==> src/rtl/ic_ram_seq.sv <==
// Waveform RAM sequencer: streams load data into the dual-port RAM and plays it back
// in loops through a small credit-controlled output FIFO.
module ic_ram_seq #(
    parameter int RAM_DW = 128,
    parameter int RAM_AW = 9,
    parameter int RD_LAT = 1,
    parameter int LOOP_W = 16
) (
    input  logic              clk,
    input  logic              rst_n,
    input  logic              cmd_load,
    input  logic              cmd_play,
    input  logic              cmd_stop,
    input  logic [RAM_AW-1:0] cfg_last_addr,
    input  logic [LOOP_W-1:0] cfg_loops,
    input  logic [RAM_DW-1:0] s_data,
    input  logic              s_valid,
    output logic              s_ready,
    output logic              ram_we,
    output logic [RAM_AW-1:0] ram_waddr,
    output logic [RAM_DW-1:0] ram_wdata,
    output logic [RAM_AW-1:0] ram_raddr,
    input  logic [RAM_DW-1:0] ram_rdata,
    output logic [RAM_DW-1:0] m_data,
    output logic              m_valid,
    input  logic              m_ready,
    output logic              busy,
    output logic              done,
    output logic [LOOP_W-1:0] loop_idx
);
    localparam int FIFO_DEPTH = 4;

    typedef enum logic [1:0] {IDLE, LOAD, PLAY, DRAIN} state_t;

    state_t            state_reg, state_next;
    logic [RAM_AW-1:0] wptr_reg, wptr_next, rptr_reg, rptr_next;
    logic [RAM_AW-1:0] last_reg, last_next;
    logic [LOOP_W-1:0] loops_reg, loops_next, loop_idx_reg, loop_idx_next;
    logic              s_ready_reg, s_ready_next, we_reg, we_next, done_reg, done_next;
    logic [RAM_AW-1:0] waddr_reg, waddr_next, raddr_reg, raddr_next;
    logic [RAM_DW-1:0] wdata_reg, wdata_next;
    logic [2:0]        inflight_reg, inflight_next;
    logic [RD_LAT:0]   rd_vld_reg;
    logic              issue;

    logic [RAM_DW-1:0] fifo_mem_reg [FIFO_DEPTH];
    logic [1:0]        wr_ptr_reg, rd_ptr_reg;
    logic [2:0]        count_reg;
    logic [FIFO_DEPTH-1:0] fifo_wen;
    logic              push, pop, credit;

    logic [RAM_AW-1:0] iss_ptr, iss_last;
    logic [LOOP_W-1:0] iss_loops, iss_idx, idx_inc;

    // A read is tracked from issue until its data lands in the FIFO RD_LAT+1 edges later.
    assign push   = rd_vld_reg[RD_LAT];
    assign pop    = (count_reg != 3'd0) && m_ready;
    // Counting this cycle's pop frees a slot early enough to sustain one word per cycle.
    assign credit = ({1'b0, count_reg} + {1'b0, inflight_reg} - {3'b000, pop}) < 4'd4;

    for (genvar gi = 0; gi < FIFO_DEPTH; gi++) begin : g_wen
        assign fifo_wen[gi] = push && (wr_ptr_reg == 2'(gi));
    end

    always_comb begin
        state_next    = state_reg;
        wptr_next     = wptr_reg;
        rptr_next     = rptr_reg;
        last_next     = last_reg;
        loops_next    = loops_reg;
        loop_idx_next = loop_idx_reg;
        s_ready_next  = s_ready_reg;
        we_next       = 1'b0;
        done_next     = 1'b0;
        waddr_next    = waddr_reg;
        wdata_next    = wdata_reg;
        raddr_next    = raddr_reg;
        issue         = 1'b0;
        // The first read is issued in the accepting cycle, so IDLE supplies fresh values.
        iss_ptr   = (state_reg == IDLE) ? '0 : rptr_reg;
        iss_last  = (state_reg == IDLE) ? cfg_last_addr : last_reg;
        iss_loops = (state_reg == IDLE) ? cfg_loops : loops_reg;
        iss_idx   = (state_reg == IDLE) ? '0 : loop_idx_reg;
        idx_inc   = iss_idx + LOOP_W'(1);

        case (state_reg)
            IDLE: begin
                if (!cmd_stop) begin
                    if (cmd_load) begin
                        state_next   = LOAD;
                        wptr_next    = '0;
                        last_next    = cfg_last_addr;
                        loops_next   = cfg_loops;
                        s_ready_next = 1'b1;
                    end else if (cmd_play) begin
                        state_next = PLAY;
                        last_next  = cfg_last_addr;
                        loops_next = cfg_loops;
                        issue      = 1'b1;
                    end
                end
            end
            LOAD: begin
                if (s_valid && s_ready_reg) begin
                    we_next    = 1'b1;
                    waddr_next = wptr_reg;
                    wdata_next = s_data;
                    wptr_next  = wptr_reg + RAM_AW'(1);
                    if (wptr_reg == last_reg) begin
                        s_ready_next = 1'b0;
                        state_next   = IDLE;
                        done_next    = 1'b1;
                    end
                end
                if (cmd_stop) begin
                    s_ready_next = 1'b0;
                    state_next   = IDLE;
                end
            end
            PLAY: begin
                issue = credit;
                if (cmd_stop) state_next = DRAIN;
            end
            DRAIN: begin
                if (inflight_reg == 3'd0 && count_reg == 3'd0) begin
                    state_next = IDLE;
                    done_next  = 1'b1;
                end
            end
            default: state_next = IDLE;
        endcase

        if (issue) begin
            raddr_next = iss_ptr;
            if (iss_ptr == iss_last) begin
                rptr_next     = '0;
                loop_idx_next = idx_inc;
                if (iss_loops != '0 && idx_inc == iss_loops) state_next = DRAIN;
            end else begin
                rptr_next     = iss_ptr + RAM_AW'(1);
                loop_idx_next = iss_idx;
            end
        end

        inflight_next = inflight_reg + {2'b00, issue} - {2'b00, push};
    end

    always_ff @(posedge clk or negedge rst_n) begin
        if (!rst_n) begin
            state_reg    <= IDLE;
            wptr_reg     <= '0;
            rptr_reg     <= '0;
            last_reg     <= '0;
            loops_reg    <= '0;
            loop_idx_reg <= '0;
            s_ready_reg  <= 1'b0;
            we_reg       <= 1'b0;
            done_reg     <= 1'b0;
            waddr_reg    <= '0;
            wdata_reg    <= '0;
            raddr_reg    <= '0;
            inflight_reg <= '0;
            rd_vld_reg   <= '0;
        end else begin
            state_reg    <= state_next;
            wptr_reg     <= wptr_next;
            rptr_reg     <= rptr_next;
            last_reg     <= last_next;
            loops_reg    <= loops_next;
            loop_idx_reg <= loop_idx_next;
            s_ready_reg  <= s_ready_next;
            we_reg       <= we_next;
            done_reg     <= done_next;
            waddr_reg    <= waddr_next;
            wdata_reg    <= wdata_next;
            raddr_reg    <= raddr_next;
            inflight_reg <= inflight_next;
            rd_vld_reg   <= {rd_vld_reg[RD_LAT-1:0], issue};
        end
    end

    always_ff @(posedge clk or negedge rst_n) begin
        if (!rst_n) begin
            wr_ptr_reg <= '0;
            rd_ptr_reg <= '0;
            count_reg  <= '0;
            for (int i = 0; i < FIFO_DEPTH; i++) fifo_mem_reg[i] <= '0;
        end else begin
            for (int i = 0; i < FIFO_DEPTH; i++) begin
                if (fifo_wen[i]) fifo_mem_reg[i] <= ram_rdata;
            end
            if (push) wr_ptr_reg <= wr_ptr_reg + 2'd1;
            if (pop)  rd_ptr_reg <= rd_ptr_reg + 2'd1;
            count_reg <= count_reg + {2'b00, push} - {2'b00, pop};
        end
    end

    a_no_overflow: assert property (@(posedge clk) disable iff (!rst_n)
        !(push && !pop && count_reg == 3'd4));

    assign s_ready   = s_ready_reg;
    assign ram_we    = we_reg;
    assign ram_waddr = waddr_reg;
    assign ram_wdata = wdata_reg;
    assign ram_raddr = raddr_reg;
    assign m_valid   = (count_reg != 3'd0);
    assign m_data    = fifo_mem_reg[rd_ptr_reg];
    assign busy      = (state_reg != IDLE);
    assign done      = done_reg;
    assign loop_idx  = loop_idx_reg;
endmodule

==> config.mk <==
export PLATFORM = sky130hd
export DESIGN_NAME = ic_ram_seq
export DESIGN_NICKNAME = d
export VERILOG_FILES = /design/src/rtl/ic_ram_seq.sv
export SDC_FILE = /design/constraint.sdc
export NUM_CORES = 1
export LEC_CHECK = 0
export CAP_MARGIN = 40
export CORE_MARGIN = 5
export CORE_UTILIZATION = 50
export CTS_BUF_LIST = sky130_fd_sc_hd__clkbuf_8 sky130_fd_sc_hd__clkbuf_16
export CTS_CLUSTER_DIAMETER = 60
export DETAILED_ROUTE_END_ITERATION = 16
export GPL_ROUTABILITY_DRIVEN = 0
export GPL_TIMING_DRIVEN = 1
export PLACE_DENSITY = 0.84
export RECOVER_POWER = 100
export SYNTH_ARGS = -nofsm -noshare
export SYNTH_HDL_FRONTEND = slang
export SYNTH_SLANG_ARGS = --single-unit
==> constraint.sdc <==
create_clock -name clk -period 8.9 [get_ports clk]
set_input_delay 1.78 -clock clk [delete_from_list [all_inputs] [get_ports clk]]
set_output_delay 1.78 -clock clk [all_outputs]
set_load 0.005 [all_outputs]
* After elaboration in Yosys (flattened, before gate mapping)
Cells that the tools add are included.
** Word-level totals
- Word-level logic and storage cells :: 116
- Input port bits :: 288
- Output and inout port bits :: 295
- Register bits after elaboration :: 734
** Cells by class
- Order comparisons :: 2
- Eq/ne operators :: 14
- Mux-type cells :: 45
- Reduce and logical (&&, ||, !) cells :: 21
- Add/sub/neg operators :: 11
- Bitwise gates (word level) :: 2
** Operator list (number)
- $bmux 128 s2 :: 1
- $mux 128 :: 2
- $mux 16 :: 5
- $mux 9 :: 8
- $mux 2 :: 11
- $add 9x1->9 const B :: 2
- $eq 9x9->1 :: 2
- $pmux 9 s2 :: 1
- $add 16x1->16 const B :: 1
- $eq 16x16->1 :: 1
- $reduce_bool 16->1 :: 1
- $mux 1 :: 13
- $eq 2x2->1 const B :: 4
- $logic_and 1x1->1 :: 8
- $pmux 2 s4 :: 1
- $add 3x1->3 :: 2
- $logic_not 3->1 :: 2
- $ne 2x2->1 const B :: 3
- $ne 3x3->1 const B :: 2
- $pmux 1 s2 :: 3
- $reduce_bool 2->1 :: 3
- $sub 3x1->3 :: 2
- $reduce_and 5->1 :: 1
- $add 2x1->2 const B :: 2
- 12 further kinds :: 14

* Depth between registers and ports, before layout
Gate-level depths: netlist of run 1.
- Depth in word-level cells :: 8
- Mapped depth :: 17
- Depth with buffers taken out :: 15

* Worst setup path before layout of run 1
OpenSTA, ideal clock, no wires.
- Kind :: input to register
- Start :: input port m_ready
- End :: register inflight_reg[2]
- Path buffers :: 2
- Data required time :: 8775 ps
- Data arrival time :: 5042 ps
- Path slack :: 3734 ps
- Setup time :: 125 ps
- Cell stages on the path :: 16
- Path through :: and2_1 -> ha_1 -> inv_1 -> ha_1 -> and3b_1 -> or4_1 -> a311o_1 -> clkbuf_1 -> clkbuf_1 -> ha_1 -> inv_1 -> ha_1 -> inv_1 -> fa_1 -> xnor2_1 -> xnor2_1
** On the way
- Cells in the longest elaborated chain, start to end :: 6
** Ends and longest elaborated chain
- from (decl) :: RTL line 26 : input logic m_ready,
- $logic_and 1x1->1 :: RTL line 57 : assign pop = (count_reg != 3'd0) && m_ready;
- $sub 4x1->4 :: RTL line 59 : assign credit = ({1'b0, count_reg} + {1'b0, inflight_reg} - {3'b000, pop}) < 4'd4;
- $lt 4x3->1 :: RTL line 59
- $pmux 1 s2 :: RTL line 86 : case (state_reg)
- $add 3x1->3 :: RTL line 145 : inflight_next = inflight_reg + {2'b00, issue} - {2'b00, push};
- $sub 3x1->3 :: RTL line 145
- net inflight_next[2] :: RTL line 42 : logic [2:0] inflight_reg, inflight_next;
- to (signal assigned) :: RTL line 177 : inflight_reg <= inflight_next;
- to (decl) :: RTL line 42
The timed path passes the listed nets, and every way through them passes these cells.
A chain may end at the register's enable or synchronous reset.

* Worst setup path after layout of run 1
- Start :: register rd_ptr_reg[0]
- End :: output port m_data[35]
** On the way
- Cells in the longest elaborated chain, start to end :: 4
** Ends and longest elaborated chain
- from (decl) :: RTL line 47 : logic [1:0] wr_ptr_reg, rd_ptr_reg;
- from (signal assigned) :: RTL line 193 : if (pop) rd_ptr_reg <= rd_ptr_reg + 2'd1;
- $not 2->3 (not written as such) :: RTL line 207 : assign m_data = fifo_mem_reg[rd_ptr_reg];
- $bmux 128 s2 :: RTL line 207
- $mux 128 (not written as such) (2 in a row) :: RTL line 207
- to (decl) :: RTL line 24 : output logic [RAM_DW-1:0] m_data,
Every way passes these cells. The select of a mux whose other input is x is not followed.

==> flow_summary.toml, run 1 <==
[critical_path]
r2r_start = "wr_ptr_reg[0]"
critPathLaunchType = "register"
slowest_delay_ns = 1.43
crit_family = "buffers and inverters"
r2r_end = "fifo_mem_reg[208]"
required_ns = 7.12
reg2reg_slack_ns = 3.62
cp-end-kind = "output pin"
path_cells = "clkbuf_1 > mux4_2 > dlygate4sd3_1"
cp_slowest_cell = "clkbuf_1"
reg2regPathDepth = 5
crit_fanout = 21
path_buf_inv = 2
path_class = "reg -> out"
crit_arrival_ns = 4.63

[clocking]
cts-resized-gates = 0
numCtsBuffers = 79
root_buffer = "clkbuf_16"
ctsHtreeMaxLevel = 3
postCtsSetupBuffers = 0
clk_latency_ns = 0.63
hold_buffers = 0
cts_tree = "built"
cts_buffer_depth = 3
path_clk_slew_ns = 0.06
cts_sinks = 734

[route]
drc = 0
viasPerCell = 5.59
totalWireLength_mm = 90.0
drt_first_pass_iters = 5
vias = 21400
drt_iter0_drc = 1463
ant_nets = 0
wl_per_cell_microns = 23.5

[die]
start_util = 0.505
dieHeight_microns = 262
row_count = 92
dieArea_sq_um = 68700
io_pins = 583
die_w_microns = 262
design.core.area_sq_um = 63000

[power]
seqPwrFrac = 0.387
power.density_nw_per_um2 = 373
power.leakage_uw = 0.0180
total_power_uw = 15400
p_sw_uw = 4750
vdd_drop_max_v = 0.000221
combPwrFrac = 0.388
power_switching_share = 0.309
clkPwrFrac = 0.225
internal-power_uw = 10600

[timing]
worst_pin_slew_ns = 4.12
drv_slew = 892
fin_setup_tns_ns = 0
timing.slew.headroom = -1.75
finClkSkew_ns = 0.0311
final_hold_viol_count = 0
fin_crit_sh = 0.720
rsz0062_at_grt = "false"
fin_crit_ns = 6.41
setup_viol = 0
final.hold.worst_slack_ns = 0.368
fmax_mhz = 156

[synthesis]
yosys_warnings = 0
ys.flop_type = "dfrtp_1"
synth_edf_count = 0
ys_ff_latch = 734
syn_area_per_cell_sq_um = 13.7
synth_nets = 2626
synthMuxAreaShare = 0.283
yosysTopAreaCell = "dfrtp_1"
seq_area_frac_synth = 0.578
synth_xor_area_frac = 0.0165
synth_area_leaders = "dfrtp_1, mux2_2, mux4_2"
synth_cells = 2321
synthAdderAreaFrac = 0.00716
synthArstFlopShare = 1.00
synth_simple_gate_area_share = 0.0766
netlist_area_sq_um = 31800
netlist-cell-type-count = 63
synth_top_area_frac = 0.578
synth_top_family_by_area = "multiplexers"
synth_compound_area_frac = 0.0183

[global_route]
overflow = 0
grt_usage = 0.260
grt_max_degree = 197
antenna_found_initial = 51
grt_pass1_wl_mm = 139
grt_pass1_vias = 23700

[outcome]
status = "finished, violations left"
violations = "capacitance limit, slew limit"

[min_path]
min_from = "rd_vld_reg[0]"
hold_class = "reg -> reg"
hold_path_depth = 0
hold_end = "rd_vld_reg[1]"

[placement]
io_buffers = 582
hpwl_mm = 60.5

[cells_and_area]
largest_register_ffs = 512
post_route_cells_drive_above_1_share = 0.278
final_cell_mix = "dfrtp_1, mux2_2, nand2_1"
fin_nets = 3175
syn2layout_area_growth_pct = 29.7
layout_commonest_cell = "dfrtp_1"

[job]
maxCapViolations = 17
-- how the worst max path moves through the flow --
stage,start,endpoint,slack (ns),depth (start not counted)
global route,rd_ptr_reg[0],m_data[35],1.94,3
floorplan,m_ready,inflight_reg[2],3.73,16
detailed placement,m_ready,inflight_reg[2],3.34,16
CTS,rd_ptr_reg[0],m_data[3],3.76,3
finish,rd_ptr_reg[0],m_data[35],2.49,3
global placement,m_ready,inflight_reg[2],3.40,16
-- cell type report --
| cell class | instances | area [sq um] |
|---|---|---|
| Fill cell | 4337 | 21700 |
| Sequential cell | 734 | 18400 |
| Multi-Input combinational cell | 1418 | 12700 |
| Timing Repair Buffer | 608 | 6030 |
| Clock buffer | 97 | 2240 |
| Tap cell | 846 | 1060 |
| Clock inverter | 50 | 554 |
| Antenna cell | 50 | 125 |
| Inverter | 29 | 110 |
-- power groups by stage --
stage	sequential (uW)	combinational (uW)	clock (uW)
2_1_floorplan	5590	3480	0
3_3_place_gp	5850	6050	0
3_5_place_dp	5980	6310	0
4_1_cts	5960	6380	3510
5_1_grt	6150	6480	3660
6_report	5950	5980	3460
-- metal layers --
layer / vias to the layer above / wire (microns) / track usage
met5: - / 69 / 0
met4: 10 / 4760 / 0.136
met3: 202 / 7230 / 0.0746
met2: 737 / 45300 / 0.434
met1: 11100 / 32700 / 0.309
li1: 9346 / - / -
-- through the flow --
stage | util | instances | worst slack [ns] | instance area [sq um]
after floorplan | - | 2321 | 3.73 | 31800
after global placement | 0.609 | 3632 | 3.40 | 38400
after detailed placement | 0.611 | 3635 | 3.34 | 38400
after CTS | 0.655 | 3782 | 3.76 | 41200
after global routing | 0.654 | 3823 | 1.94 | 41200
final | 0.655 | 3832 | 2.49 | 41200
-- cells in the mapped netlist (4+ instances only) --
library cell,number
a32o_1,6
a22o_1,5
o21ai_0,12
mux2i_1,4
ha_1,15
mux2_2,538
dfrtp_1,734
buf_2,5
clkbuf_1,109
inv_1,25
xor2_1,17
nand2_1,466
o21ai_1,27
or3_1,8
nand4_1,13
mux4_2,128
buf_1,22
xnor2_1,43
nor4_1,14
nand3_1,10
nand2b_1,5
nor2_1,24
a21oi_1,13
nor3_1,13
and2_1,5
o31ai_1,4
-- worst register-to-register path: cells and delay by family, from the launching register on --
family                   cells  cell delay [ns]
adder cells (fa/ha/maj)      1             0.20
buffers and inverters        2             2.60
flip-flops                   1             0.40
multiplexers                 1             0.56
AND/OR/NAND/NOR              1             1.40
-- cell families after synthesis --
family / Yosys count
adder cells (fa/ha/maj): 17
AND/OR/NAND/NOR: 582
multiplexers: 670
buffers and inverters: 169
flip-flops: 734
AO/OA/AOI/OAI: 89
XOR/XNOR: 60
No activity file was read; power rests on OpenSTA's default activity.
==> run 2, diff against run 1 <==
--- a/config.mk
+++ b/config.mk
@@ -7,7 +7,7 @@
 export LEC_CHECK = 0
 export CAP_MARGIN = 40
 export CORE_MARGIN = 5
-export CORE_UTILIZATION = 50
+export CORE_UTILIZATION = 48
 export CTS_BUF_LIST = sky130_fd_sc_hd__clkbuf_8 sky130_fd_sc_hd__clkbuf_16
 export CTS_CLUSTER_DIAMETER = 60
 export DETAILED_ROUTE_END_ITERATION = 16
==> constraint.sdc (replaced) <==
create_clock -name clk -period 5.85 [get_ports clk]
set_input_delay 1.17 -clock clk [delete_from_list [all_inputs] [get_ports clk]]
set_output_delay 1.17 -clock clk [all_outputs]
set_load 0.005 [all_outputs]
==> flow_summary.toml, run 2 (synthesized netlist as in run 1, its figures left out) <==
[clocking]
ctsHtreeMaxLevel = 3
cts_tree = "built"
root_buffer = "clkbuf_16"
cts_sinks = 734
numCtsBuffers = 79
cts-resized-gates = 0
path_clk_slew_ns = 0.06
clk_latency_ns = 0.64
cts_buffer_depth = 3
postCtsSetupBuffers = 0
hold_buffers = 0

[cells_and_area]
post_route_cells_drive_above_1_share = 0.282
multi_input_area_sq_um = 12700
layout_commonest_cell = "dfrtp_1"
largest_register_ffs = 512
final_cell_mix = "dfrtp_1, mux2_2, nand2_1"
fin_nets = 3177
syn2layout_area_growth_pct = 29.6
seqCellArea_sq_um = 18400
fillers = 4645

[die]
design.core.area_sq_um = 65700
io_pins = 583
dieHeight_microns = 267
die_w_microns = 267
row_count = 94
dieArea_sq_um = 71500
start_util = 0.483

[global_route]
grt_pass1_vias = 23500
grt_pass1_wl_mm = 138
antenna_found_initial = 34
grt_max_degree = 143
overflow = 0
grt_usage = 0.246

[power]
power.density_nw_per_um2 = 562
power_switching_share = 0.309
total_power_uw = 23200
power.leakage_uw = 0.0180
vdd_drop_max_v = 0.000353
combPwrFrac = 0.394
internal-power_uw = 16000
clkPwrFrac = 0.219
p_sw_uw = 7160
seqPwrFrac = 0.387

[timing]
finClkSkew_ns = 0.0344
final_hold_viol_count = 0
rsz0062_at_grt = "false"
fmax_mhz = 210
setup_viol = 0
drv_slew = 534
timing.slew.headroom = -1.23
fin_crit_sh = 0.815
final.hold.worst_slack_ns = 0.347
worst_pin_slew_ns = 3.35
fin_crit_ns = 4.77
fin_setup_tns_ns = 0

[route]
drt_first_pass_iters = 6
viasPerCell = 5.56
ant_nets = 0
wl_per_cell_microns = 23.2
totalWireLength_mm = 89.0
drc = 0
vias = 21300
drt_iter0_drc = 1279

[outcome]
violations = "capacitance limit, slew limit"
status = "finished, violations left"

[critical_path]
reg2reg_slack_ns = 1.13
required_ns = 4.68
path_class = "reg -> out"
critPathLaunchType = "register"
r2r_end = "loops_reg[15]"
reg2regPathDepth = 5
crit_arrival_ns = 3.60
cp-end-kind = "output pin"
crit_fanout = 39
r2r_start = "state_reg[1]"
startpoint = "state_reg[1]"

[min_path]
min_from = "rd_vld_reg[0]"
hold_path_depth = 0
hold_class = "reg -> reg"
hold_end = "rd_vld_reg[1]"

[placement]
io_buffers = 582
hpwl_mm = 60.8

[job]
maxCapViolations = 9
## run 2: worst max path at each step
stage | end
global placement | inflight_reg[2]
floorplan | inflight_reg[2]
finish | busy
detailed placement | inflight_reg[2]
CTS | m_data[93]
global route | m_data[59]
## run 2: metrics by stage
stage / cells / util / area (sq um) / setup slack [ns]
after floorplan: 2321 / - / 31800 / 1.29
after global placement: 3650 / 0.585 / 38500 / 1.20
after detailed placement: 3653 / 0.586 / 38500 / 1.14
after CTS: 3796 / 0.627 / 41200 / 1.60
after global routing: 3825 / 0.626 / 41200 / 0.771
final: 3831 / 0.627 / 41200 / 1.08
## run 2: power groups by stage
| stage | Sequential (uW) | Clock [uW] | Combinational, uW |
|---|---|---|---|
| floorplan | 8510 | 0 | 5290 |
| global placement | 8900 | 0 | 9220 |
| detailed placement | 9030 | 0 | 9720 |
| CTS | 8990 | 5160 | 9800 |
| global route | 9260 | 5360 | 9870 |
| finish | 8970 | 5070 | 9120 |
## run 2: area by class of cell
class                   instances  share of cell area
diodes                         33             0.00200
clock buffers                 101              0.0553
clock inverters                42             0.00960
inverters                      29             0.00267
multi-input cells            1418               0.309
flip-flops and latches        734               0.446
well taps                     864              0.0262
repair buffers                610               0.149
## run 2: worst max-delay path, stage by stage (launching register included)
cell and delay [ns]:
dfrtp_1 0.63, nor2_1 1.01, inv_2 0.60, dlygate4sd3_1 0.74
## run 2: layer usage
| metal | part of all wire | vias to the layer above | global-route usage |
|---|---|---|---|
| met4 | 0.043 | 8 | 0.108 |
| met5 | 0.00070 | - | 0 |
| met1 | 0.36 | 11000 | 0.296 |
| met3 | 0.079 | 216 | 0.0709 |
| met2 | 0.51 | 765 | 0.417 |
| li1 | - | 9308 | - |
